`config.mk`:
```
export PLATFORM = sky130hd
export DESIGN_NAME = prach_hb2_split_flat
export DESIGN_NICKNAME = d
export VERILOG_FILES = /design/src/rtl/prach_hb2_split_if.sv /design/src/rtl/prach_hb2_split.sv /design/src/flat_wrapper.sv
export SDC_FILE = /design/constraint.sdc
export NUM_CORES = 1
export LEC_CHECK = 0
export BUFFER_PORTS_ARGS = -buffer_cell sky130_fd_sc_hd__buf_4
export CORE_ASPECT_RATIO = 1.1
export CORE_MARGIN = 3
export CORE_UTILIZATION = 30
export DETAILED_ROUTE_END_ITERATION = 6
export GPL_TIMING_DRIVEN = 1
export SLEW_MARGIN = 5
export SYNTH_ARGS = -nofsm -noshare
export SYNTH_HDL_FRONTEND = slang
export SYNTH_SLANG_ARGS = --single-unit
```
`constraint.sdc`:
```
create_clock -name clk -period 3.64 [get_ports clk]
set_input_delay 0.364 -clock clk [delete_from_list [all_inputs] [get_ports clk]]
set_output_delay 0.364 -clock clk [all_outputs]
set_load 0.01 [all_outputs]
```
`src/rtl/prach_hb2_split_if.sv`:
```
// Sample-stream bundle between the TDM source, prach_hb2_split and prach_hb2_ch.
// master drives the TDM input side; slave is the splitter itself.
interface prach_hb2_split_if #(
  parameter int WIDTH = 16
);
  logic [WIDTH-1:0] din_dq;
  logic             din_dv;
  logic [7:0]       din_chn;
  logic             sync_in;
  logic [WIDTH-1:0] dout_dp1;
  logic [WIDTH-1:0] dout_dp2;
  logic             dout_dv;
  logic [7:0]       dout_chn;
  logic             sync_out;
  logic             err_chn;

  modport master (
    output din_dq, din_dv, din_chn, sync_in,
    input  dout_dp1, dout_dp2, dout_dv, dout_chn, sync_out, err_chn
  );

  modport slave (
    input  din_dq, din_dv, din_chn, sync_in,
    output dout_dp1, dout_dp2, dout_dv, dout_chn, sync_out, err_chn
  );
endinterface

```
`src/rtl/prach_hb2_split.sv`:
```
// Pairs consecutive samples of each TDM channel into one (even, odd) output beat,
// halving the per-channel rate ahead of the halfband decimator. Two-stage pipeline.
module prach_hb2_split #(
  parameter int NUM_CHANNEL = 32,
  parameter int WIDTH       = 16
) (
  input  logic              clk,
  input  logic              rst_n,
  prach_hb2_split_if.slave  bus
);
  localparam int         CW       = (NUM_CHANNEL > 1) ? $clog2(NUM_CHANNEL) : 1;
  localparam logic [8:0] NUM_CH_W = 9'(NUM_CHANNEL);

  logic                   in_range;
  logic                   accept;
  logic                   is_odd;
  logic [CW-1:0]          chn_idx;
  logic [NUM_CHANNEL-1:0] hit;
  logic [NUM_CHANNEL-1:0] phase_reg;
  logic [NUM_CHANNEL-1:0] phase_next;

  logic [WIDTH-1:0]       store_mem [NUM_CHANNEL];

  logic                   s1_beat_reg;
  logic                   s1_err_reg;
  logic                   s1_sync_reg;
  logic [7:0]             s1_chn_reg;
  logic [WIDTH-1:0]       s1_odd_reg;
  logic [WIDTH-1:0]       s1_even_reg;

  logic                   dv_reg;
  logic                   err_reg;
  logic                   sync_reg;
  logic [7:0]             chn_reg;
  logic [WIDTH-1:0]       dp1_reg;
  logic [WIDTH-1:0]       dp2_reg;

  assign in_range = {1'b0, bus.din_chn} < NUM_CH_W;
  assign accept   = bus.din_dv & in_range;
  assign chn_idx  = bus.din_chn[CW-1:0];
  // sync wins over the stored phase, so a sample on a sync cycle is always even
  assign is_odd   = accept & ~bus.sync_in & phase_reg[chn_idx];

  generate
    for (genvar gi = 0; gi < NUM_CHANNEL; gi++) begin : g_phase
      assign hit[gi]        = accept && (chn_idx == CW'(gi));
      assign phase_next[gi] = hit[gi] ? (bus.sync_in | ~phase_reg[gi])
                                      : (~bus.sync_in & phase_reg[gi]);
    end
  endgenerate

  // Even-sample store: the write at edge t is visible to the registered read at
  // edge t+1, which covers back-to-back even/odd samples of one channel.
  always_ff @(posedge clk) begin
    if (accept && !is_odd) begin
      store_mem[chn_idx] <= bus.din_dq;
    end
    s1_even_reg <= store_mem[chn_idx];
  end

  always_ff @(posedge clk) begin
    if (!rst_n) begin
      phase_reg   <= '0;
      s1_beat_reg <= 1'b0;
      s1_err_reg  <= 1'b0;
      s1_sync_reg <= 1'b0;
      s1_chn_reg  <= '0;
      s1_odd_reg  <= '0;
    end else begin
      phase_reg   <= phase_next;
      s1_beat_reg <= is_odd;
      s1_err_reg  <= bus.din_dv & ~in_range;
      s1_sync_reg <= bus.sync_in;
      s1_chn_reg  <= bus.din_chn;
      s1_odd_reg  <= bus.din_dq;
    end
  end

  always_ff @(posedge clk) begin
    if (!rst_n) begin
      dv_reg   <= 1'b0;
      err_reg  <= 1'b0;
      sync_reg <= 1'b0;
      chn_reg  <= '0;
      dp1_reg  <= '0;
      dp2_reg  <= '0;
    end else begin
      dv_reg   <= s1_beat_reg;
      err_reg  <= s1_err_reg;
      sync_reg <= s1_sync_reg;
      // pair data holds between beats for the downstream filter
      if (s1_beat_reg) begin
        chn_reg <= s1_chn_reg;
        dp1_reg <= s1_even_reg;
        dp2_reg <= s1_odd_reg;
      end
    end
  end

  assign bus.dout_dv  = dv_reg;
  assign bus.err_chn  = err_reg;
  assign bus.sync_out = sync_reg;
  assign bus.dout_chn = chn_reg;
  assign bus.dout_dp1 = dp1_reg;
  assign bus.dout_dp2 = dp2_reg;
endmodule

```
`src/flat_wrapper.sv`:
```
// flat-port wrapper written by rule: the top's interface ports become plain ports
module prach_hb2_split_flat 
#(
  parameter int NUM_CHANNEL = 32,
  parameter int WIDTH       = 16
)
  (clk, rst_n, bus_din_dq, bus_din_dv, bus_din_chn, bus_sync_in, bus_dout_dp1, bus_dout_dp2, bus_dout_dv, bus_dout_chn, bus_sync_out, bus_err_chn);
  prach_hb2_split_if #(.WIDTH(WIDTH)) bus_i ();
  input  logic clk;
  input  logic rst_n;
  input wire logic [$bits(bus_i.din_dq)-1:0] bus_din_dq;
  input wire logic [$bits(bus_i.din_dv)-1:0] bus_din_dv;
  input wire logic [$bits(bus_i.din_chn)-1:0] bus_din_chn;
  input wire logic [$bits(bus_i.sync_in)-1:0] bus_sync_in;
  output wire logic [$bits(bus_i.dout_dp1)-1:0] bus_dout_dp1;
  output wire logic [$bits(bus_i.dout_dp2)-1:0] bus_dout_dp2;
  output wire logic [$bits(bus_i.dout_dv)-1:0] bus_dout_dv;
  output wire logic [$bits(bus_i.dout_chn)-1:0] bus_dout_chn;
  output wire logic [$bits(bus_i.sync_out)-1:0] bus_sync_out;
  output wire logic [$bits(bus_i.err_chn)-1:0] bus_err_chn;
  assign bus_i.din_dq = bus_din_dq;
  assign bus_i.din_dv = bus_din_dv;
  assign bus_i.din_chn = bus_din_chn;
  assign bus_i.sync_in = bus_sync_in;
  assign bus_dout_dp1 = bus_i.dout_dp1;
  assign bus_dout_dp2 = bus_i.dout_dp2;
  assign bus_dout_dv = bus_i.dout_dv;
  assign bus_dout_chn = bus_i.dout_chn;
  assign bus_sync_out = bus_i.sync_out;
  assign bus_err_chn = bus_i.err_chn;
  prach_hb2_split #(.NUM_CHANNEL(NUM_CHANNEL), .WIDTH(WIDTH)) u_core (.clk(clk), .rst_n(rst_n), .bus(bus_i));
endmodule
```
# Word level (Yosys, flattened, before mapping)
# Memories as Yosys holds them, arrays and structs flattened. A register that Yosys moved wholly into a read port is not among the register bits.
# Cells that the tools add are included.
[word_totals]
regBits = 102
latchBits = 0
ramBits = 512
mem_bits_ro = 0
inputBits = 28
word_cells = 219
mem_count = 1
[classes]
add_sub_neg = 0
n_mul = 0
div_mod_pow = 0
n_lt_le_gt_ge = 2
eq_ne = 31
n_shift = 0
muxes = 36
n_bitwise = 102
n_reduce_logical = 35
[mem_list]
columns = ["memory", "words", "word_bits", "rd", "rd_ports_with_merged_regs", "wr", "line", "rtl"]
rows = [
  ["u_core.store_mem", 32, 16, 1, 1, 1, "prach_hb2_split.sv:22", "logic [WIDTH-1:0] store_mem [NUM_CHANNEL];"],
]
[ops]
columns = ["cell", "count"]
rows = [
  ["5-bit == test, second input constant", 16],
  ["5-bit by 4-bit == test with 1-bit output, second input constant", 8],
  ["1-bit bitwise AND", 36],
  ["1-bit 2-to-1 mux", 35],
  ["1-bit inverter", 34],
  ["1-bit logical AND", 33],
  ["1-bit OR", 32],
  ["5-bit by 3-bit == test with 1-bit output, second input constant", 4],
  ["5-bit by 2-bit == test with 1-bit output, second input constant", 2],
  ["8-bit by 6-bit less-than comparator with 1-bit output, second input constant", 1],
  ["5-bit by 6-bit less-than comparator with 1-bit output, second input constant", 1],
  ["1-bit binary-select mux with 5-bit select", 1],
  ["5-bit by 1-bit == test with 1-bit output, second input constant", 1],
  ["5-bit logical NOT", 1],
  ["1-bit logical NOT", 1],
]

# Depth between registers and ports, before layout
# Gate-level depths: netlist (run 1).
[depth]
ltp_word = 8
ltp_mapped = 7
mapped_depth_nobuf = 4

# Least setup slack after synthesis (run 1)
# No wires, ideal clock.
[synth_path]
path_type = "input to register"
start = "input port bus_din_chn[0]"
end = "memory u_core.store_mem[0][0] (enable)"
setup_time_ns = 0.414
t_arrival_ns = 2.765
t_required_ns = 3.226
setup_slack_ns = 0.460
path_stages = 5
n_path_buf = 1
cell_sequence = "buf_6 -> mux4_2 -> a22oi_4 -> nand3_4 -> a211oi_1"
[synth_via]
elab_chain_cells = 8
word_cells_on_any_way = 10
[synth_lines]
columns = ["item", "line", "rtl"]
rows = [
  ["from (decl)", "flat_wrapper.sv:13", "input wire logic [$bits(bus_i.din_chn)-1:0] bus_din_chn;"],
  ["8-bit by 6-bit less-than comparator with 1-bit output", "prach_hb2_split.sv:38", "assign in_range = {1'b0, bus.din_chn} < NUM_CH_W;"],
  ["1-bit bitwise AND", "prach_hb2_split.sv:39", "assign accept = bus.din_dv & in_range;"],
  ["1-bit bitwise AND (2 in a row)", "prach_hb2_split.sv:42", "assign is_odd = accept & ~bus.sync_in & phase_reg[chn_idx];"],
  ["1-bit logical NOT", "prach_hb2_split.sv:55", "if (accept && !is_odd) begin"],
  ["1-bit logical AND", "prach_hb2_split.sv:55", ""],
  ["1-bit 2-to-1 mux", "prach_hb2_split.sv:55", ""],
  ["1-bit 2-to-1 mux (not written as such)", "prach_hb2_split.sv:56", "store_mem[chn_idx] <= bus.din_dq;"],
  ["to (decl)", "prach_hb2_split.sv:22", ""],
]
# Several ways; a longest one is shown, not always the timed one. The select of a mux whose other input is x is not followed.

# Worst setup path in the final report (run 1)
[layout_path]
start = "input port bus_din_chn[7]"
end = "register u_core.phase_reg[28]"
[layout_via]
elab_chain_cells = 4
[layout_lines]
columns = ["item", "line", "rtl"]
rows = [
  ["8-bit by 6-bit less-than comparator with 1-bit output", "prach_hb2_split.sv:38", ""],
  ["1-bit bitwise AND", "prach_hb2_split.sv:39", ""],
  ["1-bit logical AND", "prach_hb2_split.sv:46", "assign hit[gi] = accept && (chn_idx == CW'(gi));"],
  ["1-bit 2-to-1 mux", "prach_hb2_split.sv:47", "assign phase_next[gi] = hit[gi] ? (bus.sync_in | ~phase_reg[gi])"],
  ["to (signal assigned)", "prach_hb2_split.sv:70", "phase_reg <= phase_next;"],
  ["to (decl)", "prach_hb2_split.sv:19", "logic [NUM_CHANNEL-1:0] phase_reg;"],
]
# No other way between the ends.
# A chain may end at the register's enable or synchronous reset.

==> results of run 1 <==
[routing by layer]
metal / global-route usage / part of all wire / vias up
met4: 0.0381 / 0.027 / 0
met3: 0.0229 / 0.054 / 87
met1: 0.172 / 0.42 / 6547
li1: - / - / 5412
met2: 0.223 / 0.50 / 325
met5: 0 / 0 / -
[area by class of cell]
type	count	area (sq um)	area share
antenna	4	10.0	0.000355
clock inverter	22	211	0.00750
multi-input combinational	552	6220	0.221
inverter	6	23.8	0.000843
tap	1045	1310	0.0464
clock buffer	86	1640	0.0581
timing repair buffer	131	1040	0.0370
sequential	630	17700	0.629
[cells by family (layout without fill, tap and decap cells)]
group,after synthesis,in the layout,synth area share
compound gates,123,123,0.0425
simple gates,203,203,0.0451
buf+inv,100,245,0.0196
other cells,0,4,0
flops,630,630,0.730
mux,225,225,0.162
xor+xnor,1,1,0.000361
[worst max-delay path by stage]
stage | endpoint | slack, ns | cells past startpoint
2_1_floorplan | u_core.store_mem[0][0] | 0.46 | 5
3_3_place_gp | u_core.store_mem[3][5] | 0.64 | 6
3_5_place_dp | u_core.store_mem[11][6] | 0.61 | 6
4_1_cts | u_core.store_mem[2][0] | 1.06 | 7
5_1_grt | u_core.phase_reg[26] | 0.87 | 7
6_report | u_core.phase_reg[28] | 0.94 | 7
[critical path, stage by stage]
cell           delay (ns)
dlygate4sd3_1        0.54
buf_4                0.15
nor4b_2              0.26
buf_4                0.31
nand2_1              0.37
nor2_1               0.94
a31oi_1              0.20
[stage by stage]
| stage | power, mW | instances | utilization | setup slack (ns) |
|---|---|---|---|---|
| floorplan | 8.39 | 1282 | - | 0.460 |
| global placement | 8.68 | 2360 | 0.330 | 0.639 |
| detailed placement | 8.69 | 2360 | 0.330 | 0.605 |
| CTS | 14.6 | 2472 | 0.354 | 1.06 |
| global route | 14.9 | 2472 | 0.354 | 0.870 |
| finish | 14.4 | 2476 | 0.354 | 0.940 |
[power groups by stage]
stage	registers, mW	logic (mW)	clock network, mW
floorplan	7.99	0.395	0
global placement	8.01	0.676	0
detailed placement	8.01	0.685	0
CTS	7.85	0.690	6.02
global route	7.85	0.723	6.31
finish	7.85	0.671	5.89
[cell usage in the layout (no fill, tap or decap), types with 4 or more instances in the layout]
cell type and count:
a211oi_2 12, a21oi_1 13, a21oi_2 4, a221oi_1 16, a311oi_1 10, a31oi_1 18
a32o_1 28, and2_1 28, buf_4 122, clkbuf_1 21, clkbuf_16 59, clkbuf_8 6
clkinv_1 6, clkinv_2 10, dfxtp_1 117, diode_2 4, dlygate4sd3_1 4, edfxtp_1 512
mux2i_1 88, mux4_2 135, nand2_1 57, nand3_1 4, nor2_1 48, nor2b_1 7
nor3_1 7, nor3_2 14, nor4bb_1 4, o211ai_1 4, or4b_1 4
==> impl_metrics.csv, run 1 <==
group,metric,value,unit
power,seqPwrFrac,0.545,
synthesis,synthCells,1282,
global_route,grt_pass1_wl,84700,microns
sta,relSlewSlack,0.276,
detailed_routing,vias,12400,
power,internal_power,11.4,mW
power,ir_worst_vdd,0.388,mV
clock_network,cts_root_buf,"clkbuf_16",
detailed_routing,drc,0,
sta,fin_setup_tns,0,ns
power,power.density,512,nW/um^2
synthesis,yosysSeqAreaShare,0.730,
detailed_routing,final_antenna_net_count,0,
detailed_routing,drt_first_pass_iters,5,
detailed_routing,wirelength,56400,microns
sta,fmax,370,MHz
power,clkPwrFrac,0.409,
worst_hold_path,hold_end,"u_core.store_mem[14][2]",
clock_network,hold_buffers,4,
global_route,overflow,0,
floorplanning,rows,108,
power,leakage,8.97,nW
sta,hold_violations,0,
sta,layout_min_cycle_time,2.70,ns
clock_network,post_cts_buffers,0,
layout,syn_to_final_growth,16.0,%
detailed_routing,vias_per_cell,5.00,
clock_network,cts_buffers,58,
global_route,track_usage,0.131,
worst_hold_path,holdPathStages,1,
critical_path,cp.required,4.08,ns
layout,nFillCells,7314,
synthesis,yosysUniqueCellTypes,59,
clock_network,cts_tree,"done",
sta,fin_crit_sh,0.742,
placed_design,placed_cell_area,26300,sq um
global_route,antenna_found_initial,4,
layout,nets,1407,
sta,rsz0062_at_grt,"false",
floorplanning,initial_core_util,0.305,
sta,finalSetupViolations,0,
layout,stdcell_area,28200,sq um
critical_path,rrSetupSlack,1.25,ns
critical_path,endpoint_kind,"register",
synthesis,synth_area,24300,sq um
critical_path,critPathKind,"input pin to register",
placed_design,gp_congestion,0.802,
floorplanning,dieArea,84400,sq um
critical_path,worstPathArrival,3.14,ns
critical_path,ff2ff_path_depth,5,
placed_design,hpwl,34600,microns
synthesis,netlist.area_leader.share,0.633,
sta,hold-worst-slack,0.183,ns
synthesis,synth_common_cells,"edfxtp_1 (512), mux4_2 (135), dfxtp_1 (118)",
layout,largest_register_ffs,512,
synthesis,ys.warnings.count,0,
floorplanning,io_pins,71,
clock_network,clock_latency,0.61,ns
worst_hold_path,hold_start,"bus_din_dq[2]",
sta,finClkSkew,0.0211,ns
synthesis,async_flop_share,0,
detailed_routing,drtIter0Drc,883,
synthesis,synth_fp_nets,1310,
power,swShare,0.209,
worst_hold_path,hp-class,"input pin to register",
synthesis,syn_area_per_cell,19.0,sq um
critical_path,reg2reg_to,"u_core.store_mem[11][13]",
floorplanning,die_x,277,microns
global_route,first_global_vias,12800,
flow_run,maxCapViolations,0,
floorplanning,die_y,304,microns
clock_network,htree_levels,2,
clock_network,cts.sinks,630,
power,p_switching,3.02,mW
sta,slew_violations,0,
synthesis,yosys_register_bits,630,
critical_path,crit_path_start_kind,"input pin",
run_status,status,"completed",
layout,drive_gt1_frac,0.273,
power,pwr-share-comb,0.047,
critical_path,crit_start,"bus_din_chn[7]",
synthesis,synthTopCellsByArea,"edfxtp_1 (63%), mux4_2 (13%), dfxtp_1 (9.7%)",
synthesis,synth.most_common_cell,"edfxtp_1",
floorplanning,core_region_area,79600,sq um
clock_network,cts_resized,0,
sta,worst_pin_slew,1.08,ns
placed_design,port_buffers,70,
synthesis,ys.flop_type,"edfxtp_1",
critical_path,crit_fanout,20,
global_route,grt_max_degree,69,
critical_path,r2r_start,"u_core.phase_reg[15]",
detailed_routing,wl_per_cell,22.8,microns
synthesis,synth_edf_count,512,
clock_network,clk_pin_slew,0.06,ns
clock_network,clockBufferDepth,3,
synthesis,synth_top_area_cell,"edfxtp_1",
Note: power is estimated with default switching activity, not from simulation.
==> run 2, diff against run 1 <==
ABC_AREA = 1   (was unset)
clock period = 2.5 ns   (was 3.64 ns; I/O delays follow)
==> run 2 against run 1 <==
- power grew 50%
- via count grew 22%
- count of clock-buffer cells in the layout decreased by 2
- global-route usage up 2.7 points
- utilization is 0.64 points higher
- area after synthesis down 2.9%
- setup slack got worse by 0.66 ns
- sequential power up 45%
- largest cell class unchanged
- highest routed layer unchanged
==> impl_metrics.csv, run 2 <==
group,metric,value,unit
run_status,status,"completed",
sta,layout_min_cycle_time,2.22,ns
synthesis,synth_common_cells,"edfxtp_1 (512), nand2_1 (428), a22oi_1 (265)",
clock_network,clockBufferDepth,3,
clock_network,cts.sinks,630,
global_route,overflow,0,
synthesis,synth_edf_count,512,
sta,hold-worst-slack,0.0592,ns
sta,finalSetupViolations,0,
power,leakage,10.0,nW
power,power.density,774,nW/um^2
sta,worst_pin_slew,0.664,ns
critical_path,endpoint_kind,"register",
detailed_routing,drc,0,
placed_design,dp_cells,2912,
global_route,grt_max_degree,122,
critical_path,crit_path_start_kind,"input pin",
power,ir_worst_vdd,0.488,mV
placed_design,placed_cell_area,25900,sq um
synthesis,yosysUniqueCellTypes,21,
detailed_routing,drtIter0Drc,1609,
layout,layout_commonest_cell,"edfxtp_1",
floorplanning,dieArea,82100,sq um
synthesis,ys.flop_type,"edfxtp_1",
placed_design,port_buffers,70,
clock_network,clk_pin_slew,0.06,ns
power,total_power,21.7,mW
floorplanning,initial_core_util,0.304,
critical_path,cp.required,2.83,ns
placed_design,hpwl,41400,microns
layout,largest_register_ffs,512,
global_route,first_global_vias,14800,
synthesis,synth_area,23600,sq um
detailed_routing,wirelength,65900,microns
worst_hold_path,hp-class,"input pin to register",
floorplanning,io_pins,71,
critical_path,cp_slowest_cell,"dlygate4sd3_1",
layout,syn_to_final_growth,18.7,%
clock_network,htree_levels,2,
global_route,track_usage,0.158,
layout,stdcell_area,28000,sq um
synthesis,synth_top_area_cell,"edfxtp_1",
detailed_routing,final_antenna_net_count,0,
critical_path,crit_fanout,29,
power,clkPwrFrac,0.422,
sta,fin_setup_tns,0,ns
floorplanning,rows,107,
critical_path,worstPathArrival,2.55,ns
synthesis,async_flop_share,0,
layout,most-common-layout-cells,"edfxtp_1 (512), nand2_1 (428), a22oi_1 (265), nor2_1 (193), dfxtp_1 (118)",
layout,nets,1976,
clock_network,clock_latency,0.63,ns
power,p_switching,4.68,mW
synthesis,syn_area_per_cell,12.8,sq um
sta,hold_violations,0,
layout,drive_gt1_frac,0.123,
clock_network,cts_buffers,60,
layout,stdcell_count,3035,
sta,slew_violations,0,
synthesis,synthCells,1843,
global_route,antenna_found_initial,1,
sta,fin_crit_sh,0.889,
placed_design,gp_congestion,0.913,
layout,antenna_cells,0,
sta,finClkSkew,0.0286,ns
synthesis,ys.warnings.count,0,
synthesis,yosys_register_bits,630,
power,seqPwrFrac,0.529,
critical_path,critPathKind,"input pin to register",
flow_run,maxCapViolations,0,
clock_network,cts_tree,"done",
floorplanning,die_y,300,microns
power,swShare,0.216,
synthesis,synth.most_common_cell,"edfxtp_1",
sta,relSlewSlack,0.557,
sta,rsz0062_at_grt,"false",
detailed_routing,vias,15100,
critical_path,cp_slowest_stage_delay,0.55,ns
sta,fmax,450,MHz
floorplanning,die_x,273,microns
synthesis,synthTopCellsByArea,"edfxtp_1 (65%), dfxtp_1 (10%), a22oi_1 (8.4%)",
global_route,grt_pass1_wl,96600,microns
detailed_routing,vias_per_cell,4.98,
layout,nFillCells,7427,
synthesis,netlist.area_leader.share,0.652,
power,pwr-share-comb,0.050,
power,internal_power,17.0,mW
clock_network,post_cts_buffers,0,
synthesis,yosysSeqAreaShare,0.752,
detailed_routing,drt_first_pass_iters,5,
detailed_routing,wl_per_cell,21.7,microns
clock_network,cts_root_buf,"clkbuf_16",
critical_path,cp_common_cell,"nor2_1",
floorplanning,core_region_area,77600,sq um
critical_path,crit_chain,"dlygate4sd3_1, buf_4, nand2_1, buf_4, nor2_1, nor2_1, nand2_1, nand2_1, nand3_1, nor2_1, nor2_2, buf_12, nor2_1, buf_12",
synthesis,synth_fp_nets,1871,
run 2: logic make-up (layout without fill, tap and decap cells):
| family | Yosys count | after routing | share of synthesized area |
|---|---|---|---|
| compound gates | 361 | 361 | 0.105 |
| buf+inv | 163 | 320 | 0.0304 |
| flops | 630 | 630 | 0.752 |
| simple gates | 689 | 689 | 0.113 |
run 2: power groups by stage:
stage,clock (mW),combinational [mW],sequential (mW)
floorplan,0,0.524,11.6
detailed placement,0,1.06,11.7
global route,9.74,1.16,11.4
finish,9.13,1.08,11.4
CTS,9.29,1.07,11.4
global placement,0,1.05,11.7
run 2: repair_timing:
item | in CTS | in global routing
gates resized for setup | 0 | 0
hold buffers | 9 | 0
endpoints found under the hold margin | 9 | 0
run 2: layer usage:
layer | global-route usage | up-vias | part of all wire
met2 | 0.255 | 660 | 0.47
met5 | 0 | - | 0
met1 | 0.209 | 7479 | 0.41
met3 | 0.0349 | 104 | 0.084
met4 | 0.0576 | 0 | 0.036
li1 | - | 6876 | -
run 2: area by class of cell:
cell class              count  area, sq um  area share
inverters                  59          229     0.00818
multi-input cells        1050         5160       0.184
well taps                1035         1290      0.0463
flip-flops and latches    630        17700       0.634
repair buffers            147         1560      0.0559
clock inverters            30          259     0.00925
clock buffers              84         1750      0.0627
run 2: final timing paths:
check | from | endpoint | slack [ns] | cells after the start
worst max register to register | u_core.phase_reg[16] | u_core.store_mem[1][0] | 0.55 | 11
worst min register to register | u_core.s1_sync_reg | u_core.bus.sync_out | 0.42 | 2
worst min-delay path | rst_n | u_core.s1_chn_reg[4] | 0.06 | 3
worst max-delay path | bus_din_chn[1] | u_core.store_mem[9][13] | 0.28 | 14
run 2: per-stage QoR:
stage          worst slack (ns)   util
2_1_floorplan             0.167      -
3_3_place_gp              0.221  0.333
3_5_place_dp              0.196  0.333
4_1_cts                   0.292  0.361
5_1_grt                  0.0419  0.361
6_report                  0.278  0.361
run 2: critical path, delay by kind of cell:
family | cells | cell delay, ns
AND/OR/NAND/NOR | 9 | 1.00
buffers and inverters | 5 | 1.28
